File: config.mk
export PLATFORM = sky130hd
export DESIGN_NAME = cim_shift_accumulator
export DESIGN_NICKNAME = d
export VERILOG_FILES = /design/src/rtl/cim_shift_accumulator.sv
export SDC_FILE = /design/constraint.sdc
export NUM_CORES = 2
export LEC_CHECK = 0
export ABC_AREA = 1
export BUFFER_PORTS_ARGS = -buffer_cell sky130_fd_sc_hd__buf_2
export CORE_MARGIN = 4
export CORE_UTILIZATION = 25
export CTS_BUF_LIST = sky130_fd_sc_hd__clkbuf_8
export DETAILED_ROUTE_END_ITERATION = 10
export SYNTH_ARGS = -nofsm -noshare
export SYNTH_HDL_FRONTEND = slang
export SYNTH_SLANG_ARGS = --single-unit
File: constraint.sdc
create_clock -name clk -period 4.1 [get_ports clk]
set_input_delay 0.82 -clock clk [delete_from_list [all_inputs] [get_ports clk]]
set_output_delay 0.82 -clock clk [all_outputs]
set_load 0.005 [all_outputs]
File: src/rtl/cim_shift_accumulator.sv
// ---------------------------------------------------------------------------
// cim_shift_accumulator
//
// Bit-serial shift-and-add stage that sits behind the CIM adder tree. Each
// accepted beat carries one input bit-plane partial sum per lane. Planes
// arrive MSB first. Each lane keeps acc = (acc << 1) + x. Optionally, the MSB
// plane is given negative weight so that signed inputs are handled. A
// finished group is copied into an output register, which is offered
// downstream with a valid/ready handshake.
//
// Ports
//   clk        system clock, rising edge
//   rst_n      asynchronous active-low reset
//   mode       beats per group: 0=4, 1=8, 2=16, 3=1 (bypass); taken on the
//              first beat of a group only
//   is_signed  MSB plane carries negative weight; taken on the first beat only
//   in_valid   in_data holds a bit-plane partial sum
//   in_ready   a beat is accepted this cycle when in_valid && in_ready
//   in_data    LANES signed lanes of IN_W bits, lane k at [k*IN_W +: IN_W]
//   out_valid  out_data holds a completed group
//   out_ready  downstream accepts out_data
//   out_data   LANES signed lanes of ACC_W bits, lane k at [k*ACC_W +: ACC_W]
//   busy       a group is partially accumulated
// ---------------------------------------------------------------------------
module cim_shift_accumulator #(
    parameter int LANES = 8,
    parameter int IN_W  = 36,
    parameter int ACC_W = 52
) (
    input  logic                     clk,
    input  logic                     rst_n,
    input  logic [1:0]               mode,
    input  logic                     is_signed,
    input  logic                     in_valid,
    output logic                     in_ready,
    input  logic [LANES*IN_W-1:0]    in_data,
    output logic                     out_valid,
    input  logic                     out_ready,
    output logic [LANES*ACC_W-1:0]   out_data,
    output logic                     busy
);

    localparam int CNT_W = 4;
    localparam int EXT_W = ACC_W - IN_W;

    // Index of the last beat of a group for a given precision mode.
    function automatic logic [CNT_W-1:0] last_index(input logic [1:0] m);
        logic [CNT_W-1:0] idx;
        case (m)
            2'd0:    idx = 4'd3;
            2'd1:    idx = 4'd7;
            2'd2:    idx = 4'd15;
            2'd3:    idx = 4'd0;
            default: idx = 4'd0;
        endcase
        return idx;
    endfunction

    // Group state
    logic [CNT_W-1:0]         cnt_r;
    logic [1:0]               mode_r;
    logic                     sign_r;
    logic [ACC_W-1:0]         acc_r [LANES];

    // Output register
    logic                     out_valid_r;
    logic [LANES*ACC_W-1:0]   out_data_r;
    logic                     busy_r;

    // Beat decode
    logic                     first_s;
    logic [1:0]               eff_mode_s;
    logic                     eff_sign_s;
    logic                     last_s;
    logic                     in_ready_s;
    logic                     accept_s;

    // Per-lane datapath
    logic [ACC_W-1:0]         x_s        [LANES];
    logic [ACC_W-1:0]         acc_next_s [LANES];
    logic [LANES*ACC_W-1:0]   acc_next_flat_s;

    // Beat decode. On the first beat, mode and sign come straight from the
    // inputs because the latched copies still belong to the previous group.
    always_comb begin
        first_s = (cnt_r == 4'd0);
        if (first_s) begin
            eff_mode_s = mode;
            eff_sign_s = is_signed;
        end else begin
            eff_mode_s = mode_r;
            eff_sign_s = sign_r;
        end
        last_s = (cnt_r == last_index(eff_mode_s));
        // Only a completing beat can collide with an unconsumed result.
        in_ready_s = !(last_s && out_valid_r && !out_ready);
        accept_s   = in_valid && in_ready_s;
    end

    // Per-lane sign extension and shift-and-add, modulo 2^ACC_W.
    always_comb begin
        acc_next_flat_s = {(LANES*ACC_W){1'b0}};
        for (int k = 0; k < LANES; k++) begin
            x_s[k] = {{EXT_W{in_data[k*IN_W+IN_W-1]}}, in_data[k*IN_W +: IN_W]};
            if (first_s) begin
                if (eff_sign_s) begin
                    acc_next_s[k] = {ACC_W{1'b0}} - x_s[k];
                end else begin
                    acc_next_s[k] = x_s[k];
                end
            end else begin
                acc_next_s[k] = {acc_r[k][ACC_W-2:0], 1'b0} + x_s[k];
            end
            acc_next_flat_s[k*ACC_W +: ACC_W] = acc_next_s[k];
        end
    end

    // Accumulators, beat counter and the mode/sign latched at group start.
    always_ff @(posedge clk or negedge rst_n) begin
        if (!rst_n) begin
            cnt_r  <= 4'd0;
            mode_r <= 2'd0;
            sign_r <= 1'b0;
            for (int k = 0; k < LANES; k++) begin
                acc_r[k] <= {ACC_W{1'b0}};
            end
        end else if (accept_s) begin
            for (int k = 0; k < LANES; k++) begin
                acc_r[k] <= acc_next_s[k];
            end
            if (first_s) begin
                mode_r <= mode;
                sign_r <= is_signed;
            end else begin
                mode_r <= mode_r;
                sign_r <= sign_r;
            end
            if (last_s) begin
                cnt_r <= 4'd0;
            end else begin
                cnt_r <= cnt_r + 4'd1;
            end
        end else begin
            cnt_r  <= cnt_r;
            mode_r <= mode_r;
            sign_r <= sign_r;
        end
    end

    // Output register and busy flag. A completion in the same cycle as a
    // consume reloads the register, so out_valid stays high.
    always_ff @(posedge clk or negedge rst_n) begin
        if (!rst_n) begin
            out_valid_r <= 1'b0;
            out_data_r  <= {(LANES*ACC_W){1'b0}};
            busy_r      <= 1'b0;
        end else begin
            if (accept_s && last_s) begin
                out_valid_r <= 1'b1;
                out_data_r  <= acc_next_flat_s;
            end else if (out_valid_r && out_ready) begin
                out_valid_r <= 1'b0;
                out_data_r  <= out_data_r;
            end else begin
                out_valid_r <= out_valid_r;
                out_data_r  <= out_data_r;
            end
            // busy mirrors (next count != 0).
            if (accept_s) begin
                busy_r <= !last_s;
            end else begin
                busy_r <= (cnt_r != 4'd0);
            end
        end
    end

    assign in_ready  = in_ready_s;
    assign out_valid = out_valid_r;
    assign out_data  = out_data_r;
    assign busy      = busy_r;

endmodule
---- Word-level counts from Yosys, hierarchy flattened ----
Cells that the tools add are included.
storage, ports and cells
  flip-flop bits (word level) ............. 833
  latch bits .............................. 0
  RAM bits ................................ 0
  ROM bits ................................ 0
  input bits .............................. 295
  logic and storage cells ................. 70
  memories kept ........................... 0
operators by class
  add/subtract/negate cells ............... 17
  multiply operators ...................... 0
  divide/modulo/power cells ............... 0
  magnitude comparators ................... 0
  equality and inequality tests ........... 4
  shift-type cells ........................ 0
  mux-type cells .......................... 23
  bitwise logic cells ..................... 0
  reductions and logical operators ........ 12
operators by type and width
  kind                                                                  count
  52-bit two-way mux                                                    16
  52-bit adder                                                          8
  1-bit by 36-bit subtractor with 37-bit output (first input constant)  8
  4-bit case mux with 4 select lines                                    1
  1-bit logical AND                                                     5
  4-bit by 1-bit adder with 4-bit output (second input constant)        1
  2-bit == test (second input constant)                                 2
  4-bit == test                                                         1
  4-bit logical NOT                                                     1
  1-bit two-way mux                                                     4
  4-bit two-way mux                                                     1
  4-bit nonzero test                                                    1
  1-bit logical NOT                                                     3
  2-bit by 1-bit == test with 1-bit output (second input constant)      1
  2-bit logical NOT                                                     1
  2-bit two-way mux                                                     1
  2-bit nonzero test                                                    1

---- Depth between registers and ports, before layout ----
  depth in word-level cells ............... 11
  gate-level depth with buffers ........... 22

---- Worst setup path before layout ----
Ideal clock, no wire load.
  path kind ............................... reg2reg
  start ................................... reg cnt_r[0]
  end ..................................... reg out_data_r[404], in the netlist out_data[404]
  setup time .............................. 0.149 ns
  data arrival time ....................... 3.310 ns
  slack ................................... 0.641 ns
  cell stages (with the launch flop) ...... 22
  path buffers ............................ 5
  cell sequence ........................... dfrtp_1 -> inv_1 -> ha_1 -> nand2_1 -> nor2_1 -> clkbuf_1 -> clkbuf_1 -> nand2_1 -> o21ai_0 -> ha_1 -> or2_1 -> a21oi_1 -> and2_4 -> nand3_2 -> nand2_2 -> inv_2 -> nand2_4 -> buf_6 -> buf_6 -> buf_6 -> nand2_1 -> a21boi_0
on the way
  longest elaborated chain between the ends .. 10
  elaborated cells on any way between the ends .. 16
ends and longest elaborated chain
  what                                         RTL line  RTL
  start, declared                              60        logic [CNT_W-1:0] cnt_r;
  start signal, assigned                       141       cnt_r <= cnt_r + 4'd1;
  start signal, assigned                       144       cnt_r <= cnt_r;
  4-bit logical NOT (*)                        86        first_s = (cnt_r == 4'd0);
  2-bit two-way mux (*)                        --
  via eff_mode_s[1]                            72        logic [1:0] eff_mode_s;
  2-bit == test, or another cell as far along  49        case (m)
  4-bit case mux with 4 select lines (*)       49
  4-bit == test (*)                            94        last_s = (cnt_r == last_index(eff_mode_s));
  1-bit logical AND (*) (2 in series)          96        in_ready_s = !(last_s && out_valid_r && !out_ready);
  1-bit logical NOT (*)                        96
  via in_ready                                 35        output logic in_ready,
  1-bit logical AND (*)                        97        accept_s = in_valid && in_ready_s;
  1-bit logical AND (*)                        158       if (accept_s && last_s) begin
  end signal, assigned                         160       out_data_r <= acc_next_flat_s;
  end signal, assigned                         163       out_data_r <= out_data_r;
  end signal, assigned                         166       out_data_r <= out_data_r;
  end, declared                                67        logic [LANES*ACC_W-1:0] out_data_r;
Mark *: on every way through the listed nets, which the timed path passes. The rest lies on a longest branch.
A chain may end at the register's enable or synchronous reset.

---- Worst setup path in the final report ----
  start ................................... reg cnt_r[0]
  end ..................................... out in_ready
on the way
  longest elaborated chain between the ends .. 8
  elaborated cells on any way between the ends .. 11
ends and longest elaborated chain
  what                                         RTL line
  4-bit logical NOT (*)                        86
  2-bit two-way mux (*)                        --
  via eff_mode_s[1]                            72
  2-bit == test, or another cell as far along  49
  4-bit case mux with 4 select lines (*)       49
  4-bit == test (*)                            94
  1-bit logical AND (*) (2 in series)          96
  1-bit logical NOT (*)                        96
  end, declared                                35
Marked as above.

==> flow_summary.ini <==
[global_routing]
antenna_found_initial = 64
grt_pass1_wl_mm = 519.8
grt_max_degree = 132
grt_pass1_vias = 81330
overflow = 0
track_usage_pct = 20.91

[timing]
fin_crit_ns = 3.885
worst_pin_slew_ns = 1.179
hold_violations = 0
fmax_mhz = 257.4
timing.setup.tns_ns = 0
final-max-slew-violation-count = 0
layout_worst_path_cycle_share_pct = 94.75
maxSlewHeadroom_pct = 21.39
rsz0062_at_grt = no
finClkSkew_ns = 0.06805
setup_viol = 0

[yosys]
yosysWarningCount = 0
synth_cell_types = 52
ys_seq_area_share_pct = 26.66
yosysTopAreaCell = dfrtp_1
avgSynthCellArea_um2 = 5.781
netlist_instances = 13520
synth_edf_count = 0
ys.flop_type = dfrtp_1
synth-seq-cells = 833
synth_nets = 14240
syn-cell-area_um2 = 78180
ys_top_cells_by_area = dfrtp_1 (27%), nand2_1 (27%), inv_1 (11%)
yosys.area.top_type_share_pct = 26.66
async_reset_ff_share_pct = 100.0

[clock_network]
clkTransAtPathRegs_ns = 0.06
cts_sinks = 833
clock_path_buffers = 4
cts_max_level = 4
insertion_delay_ns = 0.95
cts_buffers = 171
cts_root_buffer = clkbuf_8
tritoncts = yes

[place]
dp_hpwl_mm = 285.2
portBuffers = 713
placed_area_um2 = 86810
routabilityCongestion = 0.9904

[run_status]
outcome = complete, no violations

[floorplanning]
ios = 714
initial_core_util_pct = 25.09
dieWidth_um = 567.2
dieHeight_um = 567.2
coreArea_um2 = 311600
rows = 205
fp.dieArea_um2 = 321700

[setup_path]
worstPathRequired_ns = 3.28
startpoint_type = register
crit_type = reg2out
worstPathArrival_ns = 3.06
cp_max_fo = 4
reg2reg_slack_ns = 0.22
cp-end-kind = primary output

[drt]
first_pass_iters = 6
wl_mm = 350.3
vias_per_cell = 4.682
detail-route-antenna-nets = 0
vias = 87010
drc = 0
drt_iter0_markers = 8120
wire_per_inst_um = 18.85

[cells_and_area]
fin_nets = 14970
area_growth_pct = 16.17
design_area_um2 = 90830
drive_gt1_share_pct = 8.569

[pwr]
finalPower_mw = 70.83
power.density_nw_per_um2 = 779.9
ir_worst_vdd_mv = 0.3264
p_leak_nw = 51.66

[run]
maxCapViolCount = 0

[min_path]
hold_path.class = in2reg
-- cells in the final DEF, fill, tap and decap left out, types with 27 or more instances in the layout --
| cell | n |
|---|---|
| nand4_1 | 173 |
| diode_2 | 53 |
| a21oi_1 | 555 |
| a21boi_1 | 74 |
| ha_1 | 410 |
| nand3b_1 | 93 |
| inv_1 | 2326 |
| nand2_1 | 5522 |
| o21ai_1 | 32 |
| xnor2_1 | 35 |
| o21bai_1 | 63 |
| nor3_1 | 163 |
| nor2_1 | 1150 |
| or2_2 | 77 |
| o21ai_0 | 427 |
| buf_2 | 712 |
| xor2_1 | 68 |
| a21boi_0 | 39 |
| buf_4 | 109 |
| nand3_1 | 1009 |
| dfrtp_1 | 833 |
| clkbuf_8 | 215 |
| a31oi_1 | 27 |
| buf_12 | 30 |
-- stage by stage --
step	hold slack, ns	util, %	setup slack [ns]	std cells
after floorplan	0.4457	-	0.6408	13520
after global placement	0.4624	27.85	0.01205	18210
after detailed placement	0.4594	27.85	0.1372	18210
after CTS	0.01765	29.08	0.01736	18530
after global routing	0.09650	29.13	0.005230	18560
final	0.1690	29.14	0.2152	18580
-- critical path: stages, from the launching register on --
cell and delay [ns]:
dfrtp_1 0.37, inv_2 0.07, ha_4 0.16, nand2_2 0.08
nor2_4 0.05, buf_4 0.14, o21ai_2 0.20, ha_4 0.24
or2_1 0.23, a21oi_2 0.11, and2_4 0.16, nand3_4 0.06
buf_4 0.14, buf_2 0.12
-- Yosys cell counts (25+ instances only) --
library cell,count
a21oi_1,558
buf_6,25
or2_2,78
xor2_1,68
dfrtp_1,833
a21boi_0,39
nand4_1,173
inv_1,2296
buf_4,38
clkbuf_1,102
nor2_1,1151
nand3_1,1010
ha_1,412
xnor2_1,35
nor4_1,26
nand3b_1,93
nand2_1,5524
nor3_1,163
o21ai_0,430
a21boi_1,74
o21ai_1,31
a31oi_1,27
buf_2,105
o21bai_1,63
-- per-layer routing --
metal  routed length (um)  global-route usage [%]  vias to the layer above
li1                     -                       -                    43510
met1               158500                   28.68                    39940
met2               155100                   33.52                     2980
met3                23780                   3.049                      550
met4                12720                   6.991                       32
met5                  198                       0                        -
-- layout make-up --
type / instances / area [um^2]
Antenna cell: 53 / 132.6
Clock buffer: 215 / 2959
Clock inverter: 88 / 770.7
Fill cell: 35450 / 220800
Inverter: 2304 / 8676
Multi-Input combinational cell: 10100 / 47240
Sequential cell: 833 / 20850
Tap cell: 4140 / 5180
Timing Repair Buffer: 854 / 5022
-- report_power, final --
group / internal (mW) / total (mW) / leakage, nW / switching (mW)
Sequential: 12.1 / 14.8 / 9.88 / 2.72
Clock: 5.47 / 9.98 / 2.04 / 4.51
Combinational: 14.5 / 46.0 / 39.7 / 31.5
Total: 32.1 / 70.8 / 51.7 / 38.8
-- cells by family after synthesis --
family,synth area share (%)
fa+ha+maj,6.798
compound gates,9.309
mux,0.01280
flops,26.66
buf+inv,13.06
xor+xnor,1.154
simple gates,43.00
-- sequential cells by signal (all words and copies together), names as in the netlist --
| name | cells |
|---|---|
| out_valid | 1 |
| sign_r | 1 |
| cnt_r | 4 |
| acc_r | 408 |
| out_data | 416 |
| mode_r | 2 |
| busy | 1 |
-- path summary, 6_finish.rpt --
kind / depth (start not counted) / endpoint / startpoint
max in group asynchronous: 3 / acc_r[307]$_DFFE_PN0P_ / rst_n
worst min register to register: 2 / out_data[338]$_DFFE_PN0P_ / out_data[338]$_DFFE_PN0P_
worst max register to register: 20 / out_data[248]$_DFFE_PN0P_ / cnt_r[0]$_DFFE_PN0P_
worst min-delay path: 4 / out_valid$_DFFE_PN0P_ / out_ready
worst max-delay path: 13 / in_ready / cnt_r[0]$_DFFE_PN0P_
min in group asynchronous: 2 / acc_r[64]$_DFFE_PN0P_ / rst_n
-- repair_timing --
action / in CTS / in global routing
pin swaps: 5 / 6
endpoints found under the setup margin: 1 / 1
hold endpoints to repair: 20 / 0
gates resized for setup: 10 / 5
buffers inserted: 8 / 4
hold buffers: 1 / 0
(Power assumes the default switching activity.)
